$ cat config.mk
export PLATFORM = sky130hd
export DESIGN_NAME = hsid_fifo_seq
export DESIGN_NICKNAME = d
export VERILOG_FILES = /design/src/rtl/hsid_fifo_seq.sv
export SDC_FILE = /design/constraint.sdc
export NUM_CORES = 1
export LEC_CHECK = 0
export BUFFER_PORTS_ARGS = -buffer_cell sky130_fd_sc_hd__buf_2
export CORE_MARGIN = 8
export CORE_UTILIZATION = 40
export DETAILED_ROUTE_END_ITERATION = 6
export GPL_TIMING_DRIVEN = 0
export PLACE_DENSITY_LB_ADDON = 0.08
export SLEW_MARGIN = 25
export SYNTH_ARGS = -nofsm -noshare
export SYNTH_HDL_FRONTEND = slang
export SYNTH_SLANG_ARGS = --single-unit
$ cat constraint.sdc
create_clock -name clk -period 4.8 [get_ports clk]
set_input_delay 0 -clock clk [delete_from_list [all_inputs] [get_ports clk]]
set_output_delay 0 -clock clk [all_outputs]
set_load 0.03 [all_outputs]
$ cat src/rtl/hsid_fifo_seq.sv
// hsid_fifo_seq: sequencer for the HSID spectral-band FIFO.
// It clears the FIFO and loads one reference spectrum of num_bands words from an
// upstream valid/ready stream. It then recirculates that spectrum in loop mode
// for num_passes passes and presents every band downstream.
//
// Handshake rules (both streams): a word moves in the cycle where valid && ready
// are both high at the rising clock edge. The upstream side (in_valid/in_ready)
// does not require valid to stay up while waiting. The downstream side
// (out_valid/out_ready) holds out_valid and the FIFO data steady until it is
// accepted.
module hsid_fifo_seq #(
  parameter int WORD_WIDTH      = 16,
  parameter int FIFO_ADDR_WIDTH = 3,
  parameter int PASS_WIDTH      = 16
) (
  input  logic                       clk,
  input  logic                       rst,
  input  logic                       start,
  input  logic                       abort,
  input  logic [FIFO_ADDR_WIDTH:0]   num_bands,
  input  logic [PASS_WIDTH-1:0]      num_passes,
  input  logic                       in_valid,
  output logic                       in_ready,
  input  logic [WORD_WIDTH-1:0]      in_data,
  output logic                       fifo_clear,
  output logic                       fifo_wr_en,
  output logic                       fifo_rd_en,
  output logic                       fifo_loop_en,
  output logic [WORD_WIDTH-1:0]      fifo_data_in,
  input  logic                       fifo_full,
  input  logic                       fifo_empty,
  output logic                       out_valid,
  input  logic                       out_ready,
  output logic                       out_last_band,
  output logic                       out_last_pass,
  output logic                       busy,
  output logic                       done,
  output logic                       error
);

  localparam logic [2:0] S_IDLE  = 3'd0;
  localparam logic [2:0] S_CLEAR = 3'd1;
  localparam logic [2:0] S_LOAD  = 3'd2;
  localparam logic [2:0] S_LOOP  = 3'd3;
  localparam logic [2:0] S_DRAIN = 3'd4;

  // DEPTH itself is a legal band count, which is why counts are one bit wider than the address.
  localparam logic [FIFO_ADDR_WIDTH:0] depth_c  = {1'b1, {FIFO_ADDR_WIDTH{1'b0}}};
  localparam logic [FIFO_ADDR_WIDTH:0] one_band = {{FIFO_ADDR_WIDTH{1'b0}}, 1'b1};
  localparam logic [PASS_WIDTH-1:0]    one_pass = {{(PASS_WIDTH-1){1'b0}}, 1'b1};

  logic [2:0]                 state;
  logic [FIFO_ADDR_WIDTH:0]   nb_q;
  logic [PASS_WIDTH-1:0]      np_q;
  logic [FIFO_ADDR_WIDTH:0]   load_cnt;
  logic [FIFO_ADDR_WIDTH:0]   band_idx;
  logic [PASS_WIDTH-1:0]      pass_idx;
  logic [FIFO_ADDR_WIDTH:0]   nb_m1;
  logic [PASS_WIDTH-1:0]      np_m1;
  logic                       start_illegal;
  logic                       issue_last_band;
  logic                       issue_last_pass;

  // The load count alone tracks occupancy, so the empty flag is not used for sequencing.
  logic unused_fifo_empty;
  assign unused_fifo_empty = fifo_empty;

  assign nb_m1 = nb_q - one_band;
  assign np_m1 = np_q - one_pass;

  assign start_illegal = (num_bands == '0) || (num_bands > depth_c) || (num_passes == '0);

  assign issue_last_band = (band_idx == nb_m1);
  assign issue_last_pass = (pass_idx == np_m1);

  // The upstream stream writes straight into the FIFO while loading.
  assign in_ready     = (state == S_LOAD);
  assign fifo_wr_en   = in_ready && in_valid;
  assign fifo_data_in = in_ready ? in_data : '0;

  // The sequencer never pops; it only recirculates.
  assign fifo_rd_en = 1'b0;

  // Issue a new band only when the output register is free or is being drained this cycle.
  assign fifo_loop_en = (state == S_LOOP) && (!out_valid || out_ready);

  assign busy = (state != S_IDLE);

  // Main sequencer: state, counters, registered FIFO clear, output markers and status pulses.
  always_ff @(posedge clk) begin
    if (rst) begin
      state         <= S_IDLE;
      nb_q          <= '0;
      np_q          <= '0;
      load_cnt      <= '0;
      band_idx      <= '0;
      pass_idx      <= '0;
      fifo_clear    <= 1'b0;
      out_valid     <= 1'b0;
      out_last_band <= 1'b0;
      out_last_pass <= 1'b0;
      done          <= 1'b0;
      error         <= 1'b0;
    end else begin
      fifo_clear <= 1'b0;
      done       <= 1'b0;
      error      <= 1'b0;
      if (busy && abort) begin
        // Abort wins over every other event. The FIFO is cleared so that no stale spectrum survives.
        state         <= S_IDLE;
        fifo_clear    <= 1'b1;
        out_valid     <= 1'b0;
        out_last_band <= 1'b0;
        out_last_pass <= 1'b0;
      end else begin
        case (state)
          S_IDLE: begin
            if (start) begin
              if (start_illegal) begin
                error <= 1'b1;
              end else begin
                nb_q       <= num_bands;
                np_q       <= num_passes;
                fifo_clear <= 1'b1;
                state      <= S_CLEAR;
              end
            end
          end
          S_CLEAR: begin
            load_cnt <= '0;
            band_idx <= '0;
            pass_idx <= '0;
            state    <= S_LOAD;
          end
          S_LOAD: begin
            if (fifo_full) begin
              // A full FIFO while loading means the clear did not take effect; give up the job.
              error      <= 1'b1;
              fifo_clear <= 1'b1;
              state      <= S_IDLE;
            end else if (fifo_wr_en) begin
              if (load_cnt == nb_m1) begin
                load_cnt <= '0;
                state    <= S_LOOP;
              end else begin
                load_cnt <= load_cnt + one_band;
              end
            end
          end
          S_LOOP: begin
            if (fifo_loop_en) begin
              // FIFO data_out is registered, so the markers travel one cycle behind the issue.
              out_valid     <= 1'b1;
              out_last_band <= issue_last_band;
              out_last_pass <= issue_last_pass;
              if (issue_last_band) begin
                band_idx <= '0;
                if (issue_last_pass) begin
                  state <= S_DRAIN;
                end else begin
                  pass_idx <= pass_idx + one_pass;
                end
              end else begin
                band_idx <= band_idx + one_band;
              end
            end
          end
          S_DRAIN: begin
            if (out_valid && out_ready) begin
              out_valid     <= 1'b0;
              out_last_band <= 1'b0;
              out_last_pass <= 1'b0;
              done          <= 1'b1;
              state         <= S_IDLE;
            end
          end
          default: begin
            state <= S_IDLE;
          end
        endcase
      end
    end
  end

endmodule
* Word level (Yosys, flattened, before mapping)
Index checks and enable logic that the tools add are counted.
** Word-level totals
- Register bits after elaboration :: 53
- Input bits :: 44
- Output and inout bits :: 27
- Logic and storage cells :: 100
** Cells by class
- $add $sub $neg :: 5
- $lt $le $gt $ge :: 1
- Eq/ne operators :: 18
- Multiplexer cells :: 38
- Bitwise operators :: 3
- Reductions and logical operators :: 23
** Operators by type and width (number)
- 2-to-1 mux 16 bit :: 4
- case mux 16 bit (2 select lines) :: 1
- 2-to-1 mux 3 bit :: 9
- 2-to-1 mux 4 bit :: 5
- adder 16 x 1 -> 16 bit, second input constant :: 1
- equality test 16 bit :: 1
- zero test 16 bit :: 1
- != test 2 bit, second input constant :: 8
- case mux 4 bit (2 select lines) :: 2
- subtractor 16 x 1 -> 16 bit, second input constant :: 1
- case mux 3 bit (5 select lines) :: 1
- 2-to-1 mux 1 bit :: 11
- case mux 1 bit (2 select lines) :: 5
- adder 4 x 1 -> 4 bit, second input constant :: 2
- equality test 4 bit :: 2
- AND reduction 4 bit :: 2
- AND reduction 8 bit :: 1
- equality test 3 x 2 -> 1 bit, second input constant :: 2
- != test 3 x 1 -> 1 bit, second input constant :: 2
- AND reduction 3 bit :: 2
- nonzero test 2 bit :: 3
- AND reduction 5 bit :: 1
- > comparator 4 bit, second input constant :: 1
- logical AND 1 bit :: 4
- other kinds (12) :: 16

* Longest topological paths before layout
- Depth after elaboration :: 7
- Mapped depth :: 12
- Gate-level depth less buffers :: 9

* Least setup slack after synthesis
No wires, ideal clock.
- Path kind :: register -> register
- Start point :: register np_q[0]
- End point :: register pass_idx[13]
- Data arrival time :: 2.597 ns
- Required time :: 4.730 ns
- Path slack :: 2.132 ns
- Cell stages (with the launch flop) :: 12
- Cells stage by stage :: dfxtp_1 > inv_1 > ha_1 > or3b_1 > buf_2 > o31a_1 > o32ai_1 > a22o_2 > nor4_4 > buf_6 > or4_1 > a21oi_1
** Between the ends
- Longest elaborated chain between the ends :: 4
** RTL lines
- start, declared :: line 54 : logic [PASS_WIDTH-1:0] np_q;
- start signal, assigned :: line 123 : np_q <= num_passes;
- subtractor 16 x 1 -> 16 bit :: line 69 : assign np_m1 = np_q - one_pass;
- equality test 16 bit :: line 74 : assign issue_last_pass = (pass_idx == np_m1);
- != test 2 bit (no line)
- AND reduction 5 bit (no line)
- end signal, assigned :: line 161 : pass_idx <= pass_idx + one_pass;
- end, declared :: line 57 : logic [PASS_WIDTH-1:0] pass_idx;
No other way between the ends.
A chain may end at the register's enable or synchronous reset.

* Worst setup path in the final report
- Start point :: register np_q[0]
- End point :: register state[2]
** Between the ends
- Longest elaborated chain between the ends :: 4
** RTL lines
- subtractor 16 x 1 -> 16 bit :: line 69
- equality test 16 bit :: line 74
- != test 2 bit (no line)
- AND reduction 8 bit (no line)
- end signal, assigned :: line 92 : state <= S_IDLE;
- end signal, assigned :: line 110 : state <= S_IDLE;
- end signal, assigned :: line 125 : state <= S_CLEAR;
- end, declared :: line 52 : logic [2:0] state;
No other way between the ends.

==> metrics.txt <==
Tot GR Track Use=15.4%; total count of max-transition violations in the final report=0; headroom to the max-slew limit=49.0%; sequential cell fraction of total power=35.5%; latest clock arrival within the worst-skew pair=0.30 ns; Resize count post-CTS=0; Switching Share=41.0%; largest fanout of any net on the critical path=7; Vert. Die Dim=107 µm; FF+latch count, synth=53; share of the synthesized area in the top cell type=31.8%; warnings from Yosys=0; die width=107 µm; final-report setup violation count=0; number of unique standard cell types used by synthesis=59; hold violation count in the final report=0; HP Start=fifo_full; endpoint class of the critical path=flop; global-route wire length before repair=14700 µm; category of cells accounting for the largest share of critical-path delay=simple AND/OR/NAND/NOR gates; FP Rows=33; final net count=544; arrival time of the worst setup path=3.43 ns; final worst path period need=3.21 ns; leading post-synthesis cells by instance count=sky130_fd_sc_hd__dfxtp_1 (53), sky130_fd_sc_hd__nor2_1 (44), sky130_fd_sc_hd__a21oi_1 (25), sky130_fd_sc_hd__xnor2_1 (24), sky130_fd_sc_hd__mux2i_1 (23); via count of the first global-routing pass=2984; met2 track demand over resource in global routing=24.1%; start of the worst register-to-register path=np_q[0]; global route total overflow=0; Worst EP required=5.02 ns; net load switching power=584 µW; post-synthesis instance total=399; last weighted congestion value of the routability-driven placer=0.823; power density of the placed cells=348 nW/µm²; via count=3234; number of optimization iterations in the first detailed-route pass=4; residual antenna-violating net count after detailed routing=0; type of origin of the critical path=flop; type of the most critical hold path=input port to flop; number of synthesized flops with an enable pin=0; routed vias/inst=5.38; I/O pin cnt=71; clock-pin transition on the worst setup and hold timing paths=0.09 ns; layer with the highest usage=met2; fin crit share=66.9%; global-route met3 utilization=3.23%; total number of clock tree sinks=53; largest net degree at the start of global routing=15; Comb power frac=46.9%; met1 track utilization from global routing=21.0%; Ant. Diodes=0; worst-case reg-to-reg path depth=9; First DRT Iteration DRCs=135; core footprint=8130 µm²; Inserted Clock Buffers=5; fraction of final layout cells with drive strength greater than 1=19.2%; cell with the largest stage delay on the worst path=sky130_fd_sc_hd__nor3b_1; part of the Yosys area used for sequential elements=31.8%; TritonCTS clock tree=built; leading cell types by total area after synthesis=sky130_fd_sc_hd__dfxtp_1 (32%), sky130_fd_sc_hd__mux2i_1 (6.9%), sky130_fd_sc_hd__xnor2_1 (6.3%); fraction of synthesis flops using an asynchronous set or reset pin=0%; Hold Path Cell Cnt=3; WL/cell=14.8 µm; sum of buffers and inverters on the critical path=1; post-CTS setup buffer count=0; summed instance area of the synthesized netlist=3330 µm²; maximum clock rate=0.312 GHz; endpoint of the worst hold path=fifo_clear; Tightest Pin Transition=0.764 ns; total nets after synthesis=448; startpoint-to-endpoint class of the critical path=flop to flop; sequence of cells on the critical path=inv_1, ha_1, nor3b_1, a41oi_1, nor4_1, nand4b_2, nor4_4, nor2_1, nor4b_2; DIE AREA=11500 µm²; maximum single-stage delay on the critical path=0.54 ns; outcome=finished, final reports clean; Buffers on Ports=68; total power=1430 µW; number of max-cap violations=0; largest area contributor in the synthesized netlist=sky130_fd_sc_hd__dfxtp_1; Worst R2R End=state[2]; Static Leak=0.00176 µW; mean cell area of the mapped netlist=8.35 µm²; total DRC errors in the routed layout=0; final clock skew=0.00639 ns; starting density of the core=41.0%; setup total negative slack=0 ns; worst-case vdd ir drop=0.195 mV; reg-to-reg slack, setup=1.59 ns; setup repair after global routing missed its margin=no; CTS HTree Levels=2; most frequent cell after synthesis=sky130_fd_sc_hd__dfxtp_1; Post-DP HPWL=6750 µm; ys flop type=sky130_fd_sc_hd__dfxtp_1; Layout Area Growth over Synthesis=22.9%; Power Internal=842 µW; total detailed-routing wirelength=8910 µm; number of antenna violations at the first check in global routing=0; clock share of power=17.5%; CTS root buf=sky130_fd_sc_hd__clkbuf_8; number of buffers on the longest clock path=2
[metrics by stage]
step | utilization (%) | cells | setup WS (ns) | area [µm²] | hold slack (ns)
3_3_place_gp | 46.8 | 572 | 1.61 | 3800 | 0.247
2_1_floorplan | - | 399 | 2.13 | 3330 | 0.144
4_1_cts | 50.3 | 601 | 1.56 | 4100 | 0.00987
3_5_place_dp | 46.8 | 572 | 1.61 | 3800 | 0.256
5_1_grt | 50.3 | 601 | 1.33 | 4100 | 0.0599
6_report | 50.3 | 601 | 1.59 | 4100 | 0.0353
[routing by layer]
metal  routed length [µm]  share of wire [%]
met1                 4230                 47
met2                 4000                 45
met3                  617                6.9
met4                   71               0.80
met5                    0                  0
[registers in the layout, indices dropped and copies added, names as in the netlist]
register and count:
band_idx 4, error 1, state 3, fifo_clear 1
np_q 16, load_cnt 4, nb_q 4, done 1
out_last_pass 1, out_last_band 1, out_valid 1, pass_idx 16
[worst reg2reg max path: stages (launching register included)]
cell                       delay, ns
sky130_fd_sc_hd__dfxtp_1        0.39
sky130_fd_sc_hd__inv_1          0.08
sky130_fd_sc_hd__ha_1           0.27
sky130_fd_sc_hd__nor3b_1        0.54
sky130_fd_sc_hd__a41oi_1        0.27
sky130_fd_sc_hd__nor4_1         0.49
sky130_fd_sc_hd__nand4b_2       0.23
sky130_fd_sc_hd__nor4_4         0.43
sky130_fd_sc_hd__nor2_1         0.15
sky130_fd_sc_hd__nor4b_2        0.28
[power groups by stage]
stage          Combinational [µW]  Clock, µW  Sequential (µW)
5_1_grt                       737        273              511
3_3_place_gp                  650          0              516
2_1_floorplan                 500          0              518
4_1_cts                       672        261              506
3_5_place_dp                  655          0              516
6_report                      669        250              506
[cells in the final DEF (no fill, tap or decap), types with 2 or more instances in the layout]
master	count
sky130_fd_sc_hd__or4_1	2
sky130_fd_sc_hd__nor3_1	11
sky130_fd_sc_hd__ha_1	5
sky130_fd_sc_hd__dlygate4sd3_1	21
sky130_fd_sc_hd__nor2_1	44
sky130_fd_sc_hd__and4_1	3
sky130_fd_sc_hd__nand2b_1	4
sky130_fd_sc_hd__or3_1	16
sky130_fd_sc_hd__mux2i_1	23
sky130_fd_sc_hd__a32o_1	3
sky130_fd_sc_hd__a21oi_1	25
sky130_fd_sc_hd__nor4b_1	3
sky130_fd_sc_hd__clkbuf_1	15
sky130_fd_sc_hd__nor2b_1	3
sky130_fd_sc_hd__and3_1	7
sky130_fd_sc_hd__a31oi_1	5
sky130_fd_sc_hd__o21ai_1	7
sky130_fd_sc_hd__dfxtp_1	53
sky130_fd_sc_hd__nand3_1	11
sky130_fd_sc_hd__nand4_1	10
sky130_fd_sc_hd__a211oi_1	2
sky130_fd_sc_hd__xor2_1	9
sky130_fd_sc_hd__o41ai_1	2
sky130_fd_sc_hd__nand2_1	16
sky130_fd_sc_hd__and2_1	18
sky130_fd_sc_hd__xnor3_1	2
sky130_fd_sc_hd__buf_1	4
sky130_fd_sc_hd__inv_1	11
sky130_fd_sc_hd__clkbuf_8	5
sky130_fd_sc_hd__xnor2_1	24
sky130_fd_sc_hd__a41oi_1	2
sky130_fd_sc_hd__or2_2	2
sky130_fd_sc_hd__buf_2	72
sky130_fd_sc_hd__nor4_4	2
sky130_fd_sc_hd__o21ai_0	11
sky130_fd_sc_hd__buf_6	4
sky130_fd_sc_hd__nor4_1	11
sky130_fd_sc_hd__nor3b_1	5
[worst max path at each step]
stage / startpoint / endpoint / slack [ns] / cells past startpoint
floorplan: np_q[0] / pass_idx[13] / 2.13 / 11
global placement: np_q[0] / state[2] / 1.61 / 9
detailed placement: np_q[0] / state[2] / 1.61 / 9
CTS: np_q[0] / state[2] / 1.56 / 9
global route: np_q[0] / state[2] / 1.33 / 9
finish: np_q[0] / state[2] / 1.59 / 9
[logic make-up after synthesis]
family | synth area share (%)
DFF | 31.8
adders and majority gates | 1.88
xor gates and xnor gates | 10.0
muxes | 6.91
other | 0.113
and+or+nand+nor | 30.9
buffers and inverters | 5.22
AOI/OAI and AO/OA | 13.2
[layout make-up]
type	count	area, µm²
sequential	53	1060
inverter	11	41.3
buffer	25	133
fill	797	4040
multi-input combinational	310	2100
clock buffer	8	80.1
tap	105	131
timing repair buffer	89	551
[repair_timing]
action | in CTS | in global routing
hold endpoints to repair | 21 | 0
hold buffers | 21 | 0
setup endpoints to repair | 0 | 0
(Power assumes the default switching activity.)
